$ cat src/rtl/dab_gate_driver_if.sv
// -----------------------------------------------------------------------------
// dab_gate_driver_if
// Bus between the DAB phase-shift pattern generator and the gate driver.
//   en      : gate enable (0 commands every leg OFF)
//   V1, V2  : signed bridge commands, 2'b01 = +1, 2'b00 = 0, 2'b11 = -1,
//             2'b10 is illegal
//   Sp, Ss  : primary / secondary gates,
//             [0] leg A high, [1] leg A low, [2] leg B high, [3] leg B low
//   fault   : illegal command detected
//   dt_busy : at least one leg is inside its dead time
// master = command source, slave = gate driver.
// -----------------------------------------------------------------------------
interface dab_gate_driver_if;
   logic       en;
   logic [1:0] V1;
   logic [1:0] V2;
   logic [3:0] Sp;
   logic [3:0] Ss;
   logic       fault;
   logic       dt_busy;

   modport master (output en, V1, V2, input Sp, Ss, fault, dt_busy);
   modport slave  (input en, V1, V2, output Sp, Ss, fault, dt_busy);
endinterface

$ cat src/rtl/dab_gate_driver.sv
// -----------------------------------------------------------------------------
// dab_gate_driver
// Turns the three-level bridge commands V1/V2 into the eight gate signals of
// the primary and secondary full bridges, with dead-time insertion on each of
// the four half-bridge legs so high and low side never conduct together.
//
// Ports
//   clk : system clock, rising edge
//   rst : synchronous, active-low reset
//   bus : dab_gate_driver_if.slave (en, V1, V2 in; Sp, Ss, fault, dt_busy out)
//
// Parameters
//   DEADTIME : dead time in clk cycles, 1..255
//   CNT_W    : dead-time counter width, 2**CNT_W > DEADTIME
//
// Optional build macro
//   GATE_FAULT_LATCH_EN : fault becomes sticky and forces all eight gates OFF
//                         until reset. Without it, only the bridge carrying
//                         the illegal code is forced OFF, for as long as the
//                         code stays illegal.
//
// Leg index: 0 = primary A, 1 = primary B, 2 = secondary A, 3 = secondary B.
// -----------------------------------------------------------------------------
module dab_gate_driver #(
   parameter int DEADTIME = 8,
   parameter int CNT_W    = 8
) (
   input  logic             clk,
   input  logic             rst,
   dab_gate_driver_if.slave bus
);

   typedef enum logic [1:0] {
      LEG_OFF = 2'd0,
      LEG_HI  = 2'd1,
      LEG_LO  = 2'd2,
      LEG_DT  = 2'd3
   } leg_state_t;

   localparam logic [CNT_W-1:0] DT_LOAD      = CNT_W'(DEADTIME - 1);
   localparam logic [1:0]       CODE_ILLEGAL = 2'b10;

   logic             en_q;
   logic [1:0]       v1_q;
   logic [1:0]       v2_q;
   logic             fault_q;
   logic             fault_any;
   logic             kill_p;
   logic             kill_s;
   leg_state_t       leg_state [4];
   leg_state_t       leg_next  [4];
   leg_state_t       leg_want  [4];
   logic [CNT_W-1:0] leg_cnt   [4];
   logic [CNT_W-1:0] cnt_next  [4];

   // Desired leg state from a bridge code; leg B mirrors leg A so that
   // code 0 freewheels both legs on the low side.
   function automatic leg_state_t want_state(input logic [1:0] code,
                                             input logic       is_leg_b,
                                             input logic       force_off);
      leg_state_t w;
      if (force_off) begin
         w = LEG_OFF;
      end else begin
         case (code)
            2'b01:   w = is_leg_b ? LEG_LO : LEG_HI;
            2'b00:   w = LEG_LO;
            2'b11:   w = is_leg_b ? LEG_HI : LEG_LO;
            default: w = LEG_OFF;
         endcase
      end
      return w;
   endfunction

   // Input stage: register enable, commands and the illegal-code flag.
   always_ff @(posedge clk) begin
      if (!rst) begin
         en_q    <= 1'b0;
         v1_q    <= 2'b00;
         v2_q    <= 2'b00;
         fault_q <= 1'b0;
      end else begin
         en_q    <= bus.en;
         v1_q    <= bus.V1;
         v2_q    <= bus.V2;
         fault_q <= (bus.V1 == CODE_ILLEGAL) || (bus.V2 == CODE_ILLEGAL);
      end
   end

`ifdef GATE_FAULT_LATCH_EN
   logic fault_hold;

   // Sticky fault: once seen, only reset clears it.
   always_ff @(posedge clk) begin
      if (!rst) begin
         fault_hold <= 1'b0;
      end else if (fault_q) begin
         fault_hold <= 1'b1;
      end else begin
         fault_hold <= fault_hold;
      end
   end

   assign fault_any = fault_q | fault_hold;
   assign kill_p    = !en_q | fault_any;
   assign kill_s    = !en_q | fault_any;
`else
   assign fault_any = fault_q;
   assign kill_p    = !en_q | (v1_q == CODE_ILLEGAL);
   assign kill_s    = !en_q | (v2_q == CODE_ILLEGAL);
`endif

   // Desired state of each leg from the registered commands.
   always_comb begin
      leg_want[0] = want_state(v1_q, 1'b0, kill_p);
      leg_want[1] = want_state(v1_q, 1'b1, kill_p);
      leg_want[2] = want_state(v2_q, 1'b0, kill_s);
      leg_want[3] = want_state(v2_q, 1'b1, kill_s);
   end

   // Leg FSM next state. Turning off is always immediate; a complementary
   // switch passes through DT, and DT always runs to completion unless the
   // leg is commanded OFF. On expiry the most recent desired state is taken.
   always_comb begin
      for (int i = 0; i < 4; i++) begin
         leg_next[i] = leg_state[i];
         cnt_next[i] = leg_cnt[i];
         case (leg_state[i])
            LEG_OFF: begin
               leg_next[i] = leg_want[i];
            end
            LEG_HI: begin
               if (leg_want[i] == LEG_LO) begin
                  leg_next[i] = LEG_DT;
                  cnt_next[i] = DT_LOAD;
               end else if (leg_want[i] == LEG_OFF) begin
                  leg_next[i] = LEG_OFF;
               end else begin
                  leg_next[i] = LEG_HI;
               end
            end
            LEG_LO: begin
               if (leg_want[i] == LEG_HI) begin
                  leg_next[i] = LEG_DT;
                  cnt_next[i] = DT_LOAD;
               end else if (leg_want[i] == LEG_OFF) begin
                  leg_next[i] = LEG_OFF;
               end else begin
                  leg_next[i] = LEG_LO;
               end
            end
            LEG_DT: begin
               if (leg_want[i] == LEG_OFF) begin
                  leg_next[i] = LEG_OFF;
                  cnt_next[i] = {CNT_W{1'b0}};
               end else if (leg_cnt[i] == {CNT_W{1'b0}}) begin
                  leg_next[i] = leg_want[i];
               end else begin
                  cnt_next[i] = leg_cnt[i] - {{(CNT_W-1){1'b0}}, 1'b1};
               end
            end
            default: begin
               leg_next[i] = LEG_OFF;
               cnt_next[i] = {CNT_W{1'b0}};
            end
         endcase
      end
   end

   // Leg FSM state and dead-time counter registers.
   always_ff @(posedge clk) begin
      if (!rst) begin
         for (int i = 0; i < 4; i++) begin
            leg_state[i] <= LEG_OFF;
            leg_cnt[i]   <= {CNT_W{1'b0}};
         end
      end else begin
         for (int i = 0; i < 4; i++) begin
            leg_state[i] <= leg_next[i];
            leg_cnt[i]   <= cnt_next[i];
         end
      end
   end

   // Gates are decoded straight from the registered leg states, so a leg can
   // only ever show one gate on.
   assign bus.Sp = {leg_state[1] == LEG_LO, leg_state[1] == LEG_HI,
                    leg_state[0] == LEG_LO, leg_state[0] == LEG_HI};
   assign bus.Ss = {leg_state[3] == LEG_LO, leg_state[3] == LEG_HI,
                    leg_state[2] == LEG_LO, leg_state[2] == LEG_HI};
   assign bus.fault   = fault_any;
   assign bus.dt_busy = (leg_state[0] == LEG_DT) | (leg_state[1] == LEG_DT) |
                        (leg_state[2] == LEG_DT) | (leg_state[3] == LEG_DT);

endmodule

$ cat src/flat_wrapper.sv
// flat-port wrapper written by rule: the top's interface ports become plain ports
module dab_gate_driver_flat 
#(
   parameter int DEADTIME = 8,
   parameter int CNT_W    = 8
)
  (clk, rst, bus_en, bus_V1, bus_V2, bus_Sp, bus_Ss, bus_fault, bus_dt_busy);
  dab_gate_driver_if bus_i ();
  input  logic clk;
  input  logic rst;
  input wire logic [$bits(bus_i.en)-1:0] bus_en;
  input wire logic [$bits(bus_i.V1)-1:0] bus_V1;
  input wire logic [$bits(bus_i.V2)-1:0] bus_V2;
  output wire logic [$bits(bus_i.Sp)-1:0] bus_Sp;
  output wire logic [$bits(bus_i.Ss)-1:0] bus_Ss;
  output wire logic [$bits(bus_i.fault)-1:0] bus_fault;
  output wire logic [$bits(bus_i.dt_busy)-1:0] bus_dt_busy;
  assign bus_i.en = bus_en;
  assign bus_i.V1 = bus_V1;
  assign bus_i.V2 = bus_V2;
  assign bus_Sp = bus_i.Sp;
  assign bus_Ss = bus_i.Ss;
  assign bus_fault = bus_i.fault;
  assign bus_dt_busy = bus_i.dt_busy;
  dab_gate_driver #(.DEADTIME(DEADTIME), .CNT_W(CNT_W)) u_core (.clk(clk), .rst(rst), .bus(bus_i));
endmodule
$ cat config.mk
export PLATFORM = sky130hd
export DESIGN_NAME = dab_gate_driver_flat
export DESIGN_NICKNAME = d
export VERILOG_FILES = /design/src/rtl/dab_gate_driver_if.sv /design/src/rtl/dab_gate_driver.sv /design/src/flat_wrapper.sv
export SDC_FILE = /design/constraint.sdc
export NUM_CORES = 1
export LEC_CHECK = 0
export CAP_MARGIN = 0
export CORE_MARGIN = 3
export CORE_UTILIZATION = 30
export DETAILED_ROUTE_END_ITERATION = 12
export GPL_TIMING_DRIVEN = 0
export HOLD_SLACK_MARGIN = 0.1
export PLACE_DENSITY_LB_ADDON = 0.05
export SLEW_MARGIN = 20
export SYNTH_ARGS = -nofsm -noshare
export SYNTH_HDL_FRONTEND = slang
export SYNTH_SLANG_ARGS = --single-unit
$ cat constraint.sdc
create_clock -name clk -period 1.83 [get_ports clk]
set_input_delay 0.183 -clock clk [delete_from_list [all_inputs] [get_ports clk]]
set_output_delay 0.183 -clock clk [all_outputs]
set_load 0.01 [all_outputs]
==> results.tsv, run 1 <==
stage	metric	value	unit
pwr	combinational power share	0.121	
route	TritonRoute pass-1 iters	4	
clock_network	TritonCTS clock tree	done	
yosys	fraction of registers with async set/reset	0	
die	Core Box Area	8850	sq um
clock_network	clock-pin slew on the worst setup and hold paths	0.09	ns
clock_network	# H-tree levels	2	
yosys	compound-gate portion of the synthesized area	0.287	
setup_path	CP Data Required Time	1.65	ns
grt	met3 Use GR	0.0218	
place	HPWL Detailed	5.11	mm
setup_path	worst path cell trace	nand2_2 -> nand4_1 -> clkdlybuf4s50_1	
yosys	largest family of logic cells by synthesized area	compound AO/OA/AOI/OAI gates	
hold_path	class of the worst hold path	in -> reg	
die	Die Y	102	microns
cells_and_area	Register Area	951	sq um
grt	number of global-route vias before repair	2459	
grt	met1 usage	0.200	
yosys	post-synthesis mux area share	0	
yosys	Synth area leader	dfxtp_1	
clock_network	TritonCTS buffer count	5	
setup_path	delay-heaviest family, CP	buffers and inverters	
yosys	Avg Synthesized Cell Area	7.74	sq um
route	vias	2666	
yosys	most common cell in the synthesized netlist	dfxtp_1	
grt	busiest layer in global routing	met2	
outcome	status	finished, final reports clean	
yosys	post-synthesis sequential area ratio	0.332	
yosys	share of the synthesized area in the top cell type	0.332	
cells_and_area	Final nets	409	
yosys	Post-Synth Simple-Gate Area	0.261	
timing	Max-slew headroom	0.514	
yosys	cells after synthesis	358	
timing	# setup viols final	0	
place	GPL Wtd Cong	0.799	
timing	clock skew	0.00761	ns
yosys	Synth Cell Area	2770	sq um
yosys	synth unique cells	54	
cells_and_area	fin area	3580	sq um
yosys	top cells by count, synth	dfxtp_1 (46), nor2_1 (43), a21oi_1 (39)	
pwr	Leak	1.26	nW
yosys	Synth Area in XOR/XNOR	0.0126	
yosys	Post-synth EDFFs	0	
job	max-capacitance violation count	0	
timing	unrepaired setup endpoints after global routing	true	
route	DR iter-0 viols	77	
die	Initial Util	0.313	
yosys	Yosys reg bits	46	
clock_network	# hold bufs at CTS	0	
setup_path	Setup crit start kind	flip-flop	
route	vias per cell	5.35	
grt	aggregate global routing overflow	0	
grt	GR Util All Layers	0.144	
pwr	Design Power	1.92	mW
pwr	Clk pwr share	0.346	
cells_and_area	n_diodes	0	
cells_and_area	Multi-input gate area	2020	sq um
die	I/O pins	17	
place	Post-DP Area	3070	sq um
pwr	Internal	1.42	mW
yosys	synth warn	0	
timing	Max Slew Vio Count	0	
yosys	Post-Synth Adder-Cell Area	0.0587	
die	num rows	34	
clock_network	root buffer cell	clkbuf_8	
cells_and_area	final non-filler cell total	498	
timing	final hold vios	0	
place	placed cells	482	
pwr	Sw Pwr	0.505	mW
cells_and_area	Filler cells	914	
clock_network	Sink Count	46	
pwr	PwrDens	535	nW/um^2
setup_path	Arr. time, crit path	1.60	ns
route	Routed Antenna Nets	0	
setup_path	CP Buf/Inv Count	1	
grt	initial antenna violation count	0	
route	Routed WL	7.30	mm
grt	M2 GR Usage	0.230	
timing	Setup TNS	0	ns
timing	final worst slack	0.0514	ns
cells_and_area	layout cells sized above 1	0.277	
place	I/O Buffers	16	
yosys	Net Count, Synth	378	
cells_and_area	Finished Core Util	0.405	
timing	worst-margin pin slew	0.719	ns
yosys	largest cells by area after synthesis	dfxtp_1 (33%), a21oi_1 (7.0%), ha_1 (5.9%)	
pwr	Flop pwr share	0.533	
clock_network	Worst-Skew Late Latency	0.30	ns
grt	pin count of the biggest net entering global routing	14	
setup_path	crit-path max cell delay	0.54	ns
cells_and_area	Area Growth Syn to Fin	29.3	%
route	post-detailed-route wirelength per cell	14.7	microns
setup_path	worst-path fanout max	8	
setup_path	Crit. End Element	primary output	
grt	first-pass GRT wire length	12.0	mm
clock_network	CTS max path bufs	2	
die	die width	102	microns
yosys	dominant register cell in the synthesized netlist	dfxtp_1	
pwr	switch share	0.263	
timing	f_max	0.562	GHz
timing	Tcrit/Tclk final	0.972	
pwr	Worst VDD drop	0.000302	V
place	Place WS	-0.295	ns
die	die area	10400	sq um
timing	hold_ws	0.417	ns
timing	Final Critical Period	1.78	ns
setup_path	Crit Path Class	reg -> out	
route	residual DRC count	0	
setup_path	critical path's slowest cell	clkdlybuf4s50_1	
-- flip-flops by register name, summed over array words and instances, names as in the netlist --
name / cells
u_core.leg_state: 8
u_core.bus.fault: 1
u_core.en_q: 1
u_core.leg_cnt: 32
u_core.v2_q: 2
u_core.v1_q: 2
-- cell usage in the layout, fill, tap and decap left out, drive strengths merged, types with 3 or more instances in the layout --
cell and instances:
xnor2 4, clkbuf 11, nand2b 5, and2 5
buf 15, nor4b 3, o221a 8, nand2 24
nor2 43, or4 3, nor3 8, o22ai 3
a31oi 7, nand3 12, a22oi 4, or2 5
nor4 3, a21oi 42, ha 13, clkdlybuf4s50 16
dfxtp 46, inv 23, nand4 3, or4b 3
or3 5, o21ai 33, o2111ai 4, a31o 3
o211ai 7, nor2b 9
-- worst register-to-register path: stages, from the launching register on --
cell and delay [ns]:
dfxtp_2 0.34, inv_2 0.05, ha_2 0.17, and2b_4 0.30
o2111ai_4 0.19, or4_4 0.52, a21oi_2 0.13
-- final cells by class --
cell class | instances | share of cell area
multi-input cells | 278 | 0.564
flip-flops and latches | 46 | 0.265
repair buffers | 28 | 0.0709
well taps | 108 | 0.0377
inverters | 23 | 0.0248
clock buffers | 7 | 0.0241
plain buffers | 7 | 0.0119
clock inverters | 1 | 0.00140
-- repair_timing --
action,CTS,global route
endpoints found under the setup margin,38,37
pin swaps,6,12
gates cloned,0,0
setup buffers,4,8
resized for setup,51,50
-- routing by layer --
metal,wire [microns],up-vias,share of wire
li1,-,1383,-
met1,3660,1228,0.50
met2,3310,47,0.45
met3,248,8,0.034
met4,82,0,0.011
met5,0,-,0
-- power groups by stage --
stage               combinational [mW]  sequential, mW  clock (mW)
global placement                 0.184            1.05           0
floorplan                        0.123            1.04           0
global route                     0.258            1.03       0.730
finish                           0.232            1.02       0.665
CTS                              0.212            1.03       0.697
detailed placement               0.183            1.05           0
-- kinds of logic (layout without fill, tap and decap cells) --
logic type,count (synthesis),in the layout
xor gates and xnor gates,4,4
buffers and inverters,34,66
AOI/OAI and AO/OA,123,123
DFF,46,46
adders and majority gates,13,13
and+or+nand+nor,138,138
-- path summary, 6_finish.rpt --
path	startpoint	to	slack [ns]	cells past startpoint
worst max register to register	u_core.v2_q[0]	u_core.leg_cnt[3][7]	0.05	6
worst min-delay path	bus_V1[1]	u_core.v1_q[1]	0.42	3
worst min register to register	u_core.leg_cnt[2][3]	u_core.leg_cnt[2][3]	0.50	1
worst max-delay path	u_core.leg_state[3][1]	bus_dt_busy	0.05	3
(Power assumes the default switching activity.)
==> inputs of run 2 (changes only) <==
--- a/config.mk
+++ b/config.mk
@@ -11,7 +11,7 @@
 export DETAILED_ROUTE_END_ITERATION = 12
 export GPL_TIMING_DRIVEN = 0
 export HOLD_SLACK_MARGIN = 0.1
-export PLACE_DENSITY_LB_ADDON = 0.05
+export SKIP_LAST_GASP = 1
 export SLEW_MARGIN = 20
 export SYNTH_ARGS = -nofsm -noshare
 export SYNTH_HDL_FRONTEND = slang
==> run 2 against run 1 <==
Against the previous run:
- global-route usage down 1.1 points
- die area unchanged
- total power rose by 6.4%
- worst setup slack lost 0.013 ns
- maximum frequency fell by 0.70%
- register-to-register slack about the same
- highest routed layer unchanged
==> results.tsv, run 2 (synthesis gave the netlist of run 1 again) <==
stage	metric	value	unit	change
outcome	status	finished, final reports clean		
setup_path	critical path's slowest cell	or4_1		
hold_path	class of the worst hold path	in -> reg		
clock_network	clock-pin slew on the worst setup and hold paths	0.09	ns	about the same
setup_path	Crit. End Element	flip-flop		
die	die width	102	microns	unchanged
clock_network	root buffer cell	clkbuf_8		
pwr	Leak	1.26	nW	-0.45%
cells_and_area	commonest non-fill, non-tap cell in the layout	nor2_1		
clock_network	# H-tree levels	2		unchanged
cells_and_area	n_diodes	0		unchanged
pwr	Worst VDD drop	0.000429	V	+42%
timing	hold_ws	0.432	ns	+0.0150 ns
route	vias per cell	5.44		+1.6%
cells_and_area	top flop regs	u_core.leg_cnt: 32 flops, u_core.leg_state: 8 flops		
grt	initial antenna violation count	0		unchanged
clock_network	Sink Count	46		unchanged
job	max-capacitance violation count	0		unchanged
grt	aggregate global routing overflow	0		unchanged
grt	GR Util All Layers	0.133		-0.0112
cells_and_area	most frequent cells in the layout	nor2_1 (38), a21oi_1 (35), dfxtp_1 (32)		
cells_and_area	Final nets	407		-0.49%
route	residual DRC count	0		unchanged
die	Core Box Area	8850	sq um	unchanged
pwr	Design Power	2.04	mW	+6.4%
route	Routed Antenna Nets	0		unchanged
timing	unrepaired setup endpoints after global routing	true		
place	HPWL Detailed	4.78	mm	-6.3%
route	vias	2697		+1.2%
setup_path	delay-heaviest family, CP	simple AND/OR/NAND/NOR gates		
timing	Max Slew Vio Count	0		unchanged
place	Post-DP Area	3070	sq um	unchanged
grt	pin count of the biggest net entering global routing	16		+2
timing	Final Critical Period	1.79	ns	+0.0126 ns
cells_and_area	Filler cells	886		-3.1%
setup_path	CP Data Required Time	2.06	ns	+0.41 ns
route	TritonRoute pass-1 iters	4		unchanged
setup_path	worst-path fanout max	7		-1
die	Initial Util	0.313		unchanged
setup_path	Setup crit start kind	flip-flop		
timing	Setup TNS	0	ns	unchanged
timing	f_max	0.558	GHz	-0.70%
cells_and_area	Largest Register	u_core.leg_cnt		
clock_network	TritonCTS clock tree	done		
place	I/O Buffers	16		unchanged
die	die area	10400	sq um	unchanged
setup_path	worst path cell trace	inv_4 -> ha_4 -> and2b_4 -> o2111ai_4 -> or4_1 -> a21oi_1		
cells_and_area	Area Growth Syn to Fin	31.0	%	
route	Routed WL	7.12	mm	-2.4%
timing	Tcrit/Tclk final	0.979		+0.00688
timing	final hold vios	0		unchanged
clock_network	TritonCTS buffer count	5		unchanged
clock_network	# hold bufs at CTS	0		unchanged
route	DR iter-0 viols	163		+110%
die	num rows	34		unchanged
clock_network	Worst-Skew Late Latency	0.30	ns	about the same
route	post-detailed-route wirelength per cell	14.4	microns	-2.0%
grt	first-pass GRT wire length	11.5	mm	-4.6%
clock_network	CTS max path bufs	2		unchanged
timing	clock skew	0.00413	ns	-0.00348 ns
place	GPL Wtd Cong	0.784		-1.9%
pwr	PwrDens	562	nW/um^2	+5.0%
setup_path	CP Buf/Inv Count	1		unchanged
die	I/O pins	17		unchanged
cells_and_area	fin area	3630	sq um	+1.4%
cells_and_area	layout cells sized above 1	0.286		+0.00916
timing	Max-slew headroom	0.502		-0.0117
place	Place WS	-0.320	ns	-0.0250 ns
timing	final worst slack	0.0389	ns	-0.0126 ns
setup_path	crit-path max cell delay	0.54	ns	about the same
grt	number of global-route vias before repair	2554		+3.9%
setup_path	Arr. time, crit path	2.02	ns	+0.42 ns
timing	# setup viols final	0		unchanged
die	Die Y	102	microns	unchanged
setup_path	Crit Path Class	reg -> reg		
cells_and_area	max FFs per register	32		unchanged
timing	worst-margin pin slew	0.736	ns	+0.0173 ns
run 2: cell type report:
class | instances | area (sq um) | share of cell area
multi-input combinational | 278 | 2060 | 0.567
sequential | 46 | 953 | 0.262
timing repair buffer | 26 | 239 | 0.0658
tap | 108 | 135 | 0.0372
inverter | 23 | 88.8 | 0.0244
clock buffer | 5 | 68.8 | 0.0189
clock inverter | 3 | 45.0 | 0.0124
buffer | 7 | 42.5 | 0.0117
run 2: metal layers:
metal | wire, microns | GRT usage
met2 | 3440 | 0.220
met4 | 81 | 0.0363
met5 | 0 | 0
met1 | 3400 | 0.179
met3 | 201 | 0.0239
run 2: final timing paths:
kind | start | to | slack (ns) | cells after the start
worst max-delay path | u_core.v2_q[0] | u_core.leg_cnt[3][7] | 0.04 | 6
worst min-delay path | bus_V2[1] | u_core.v2_q[1] | 0.43 | 3
worst max register to register | u_core.v2_q[0] | u_core.leg_cnt[3][7] | 0.04 | 6
worst min register to register | u_core.leg_cnt[2][3] | u_core.leg_cnt[2][3] | 0.51 | 1
run 2: where the power goes:
| part | internal (mW) | switching, mW |
|---|---|---|
| Combinational | 0.105 | 0.132 |
| Sequential | 1.01 | 0.0177 |
| Clock | 0.407 | 0.374 |
| Total | 1.52 | 0.524 |
run 2: stage by stage:
stage / std cells / util
final: 496 / 0.411
after floorplan: 358 / -
after CTS: 492 / 0.381
after global routing: 496 / 0.411
after detailed placement: 482 / 0.347
after global placement: 482 / 0.347
run 2: what timing repair did:
action	CTS	global route
setup endpoints to repair	38	37
gates resized for setup	45	60
pin swaps	5	15
setup buffers	5	5
run 2: worst register-to-register path, stage by stage (launching register included):
cell and delay, ns:
dfxtp_2 0.37, inv_4 0.05, ha_4 0.15, and2b_4 0.30, o2111ai_4 0.18, or4_1 0.54, a21oi_1 0.12
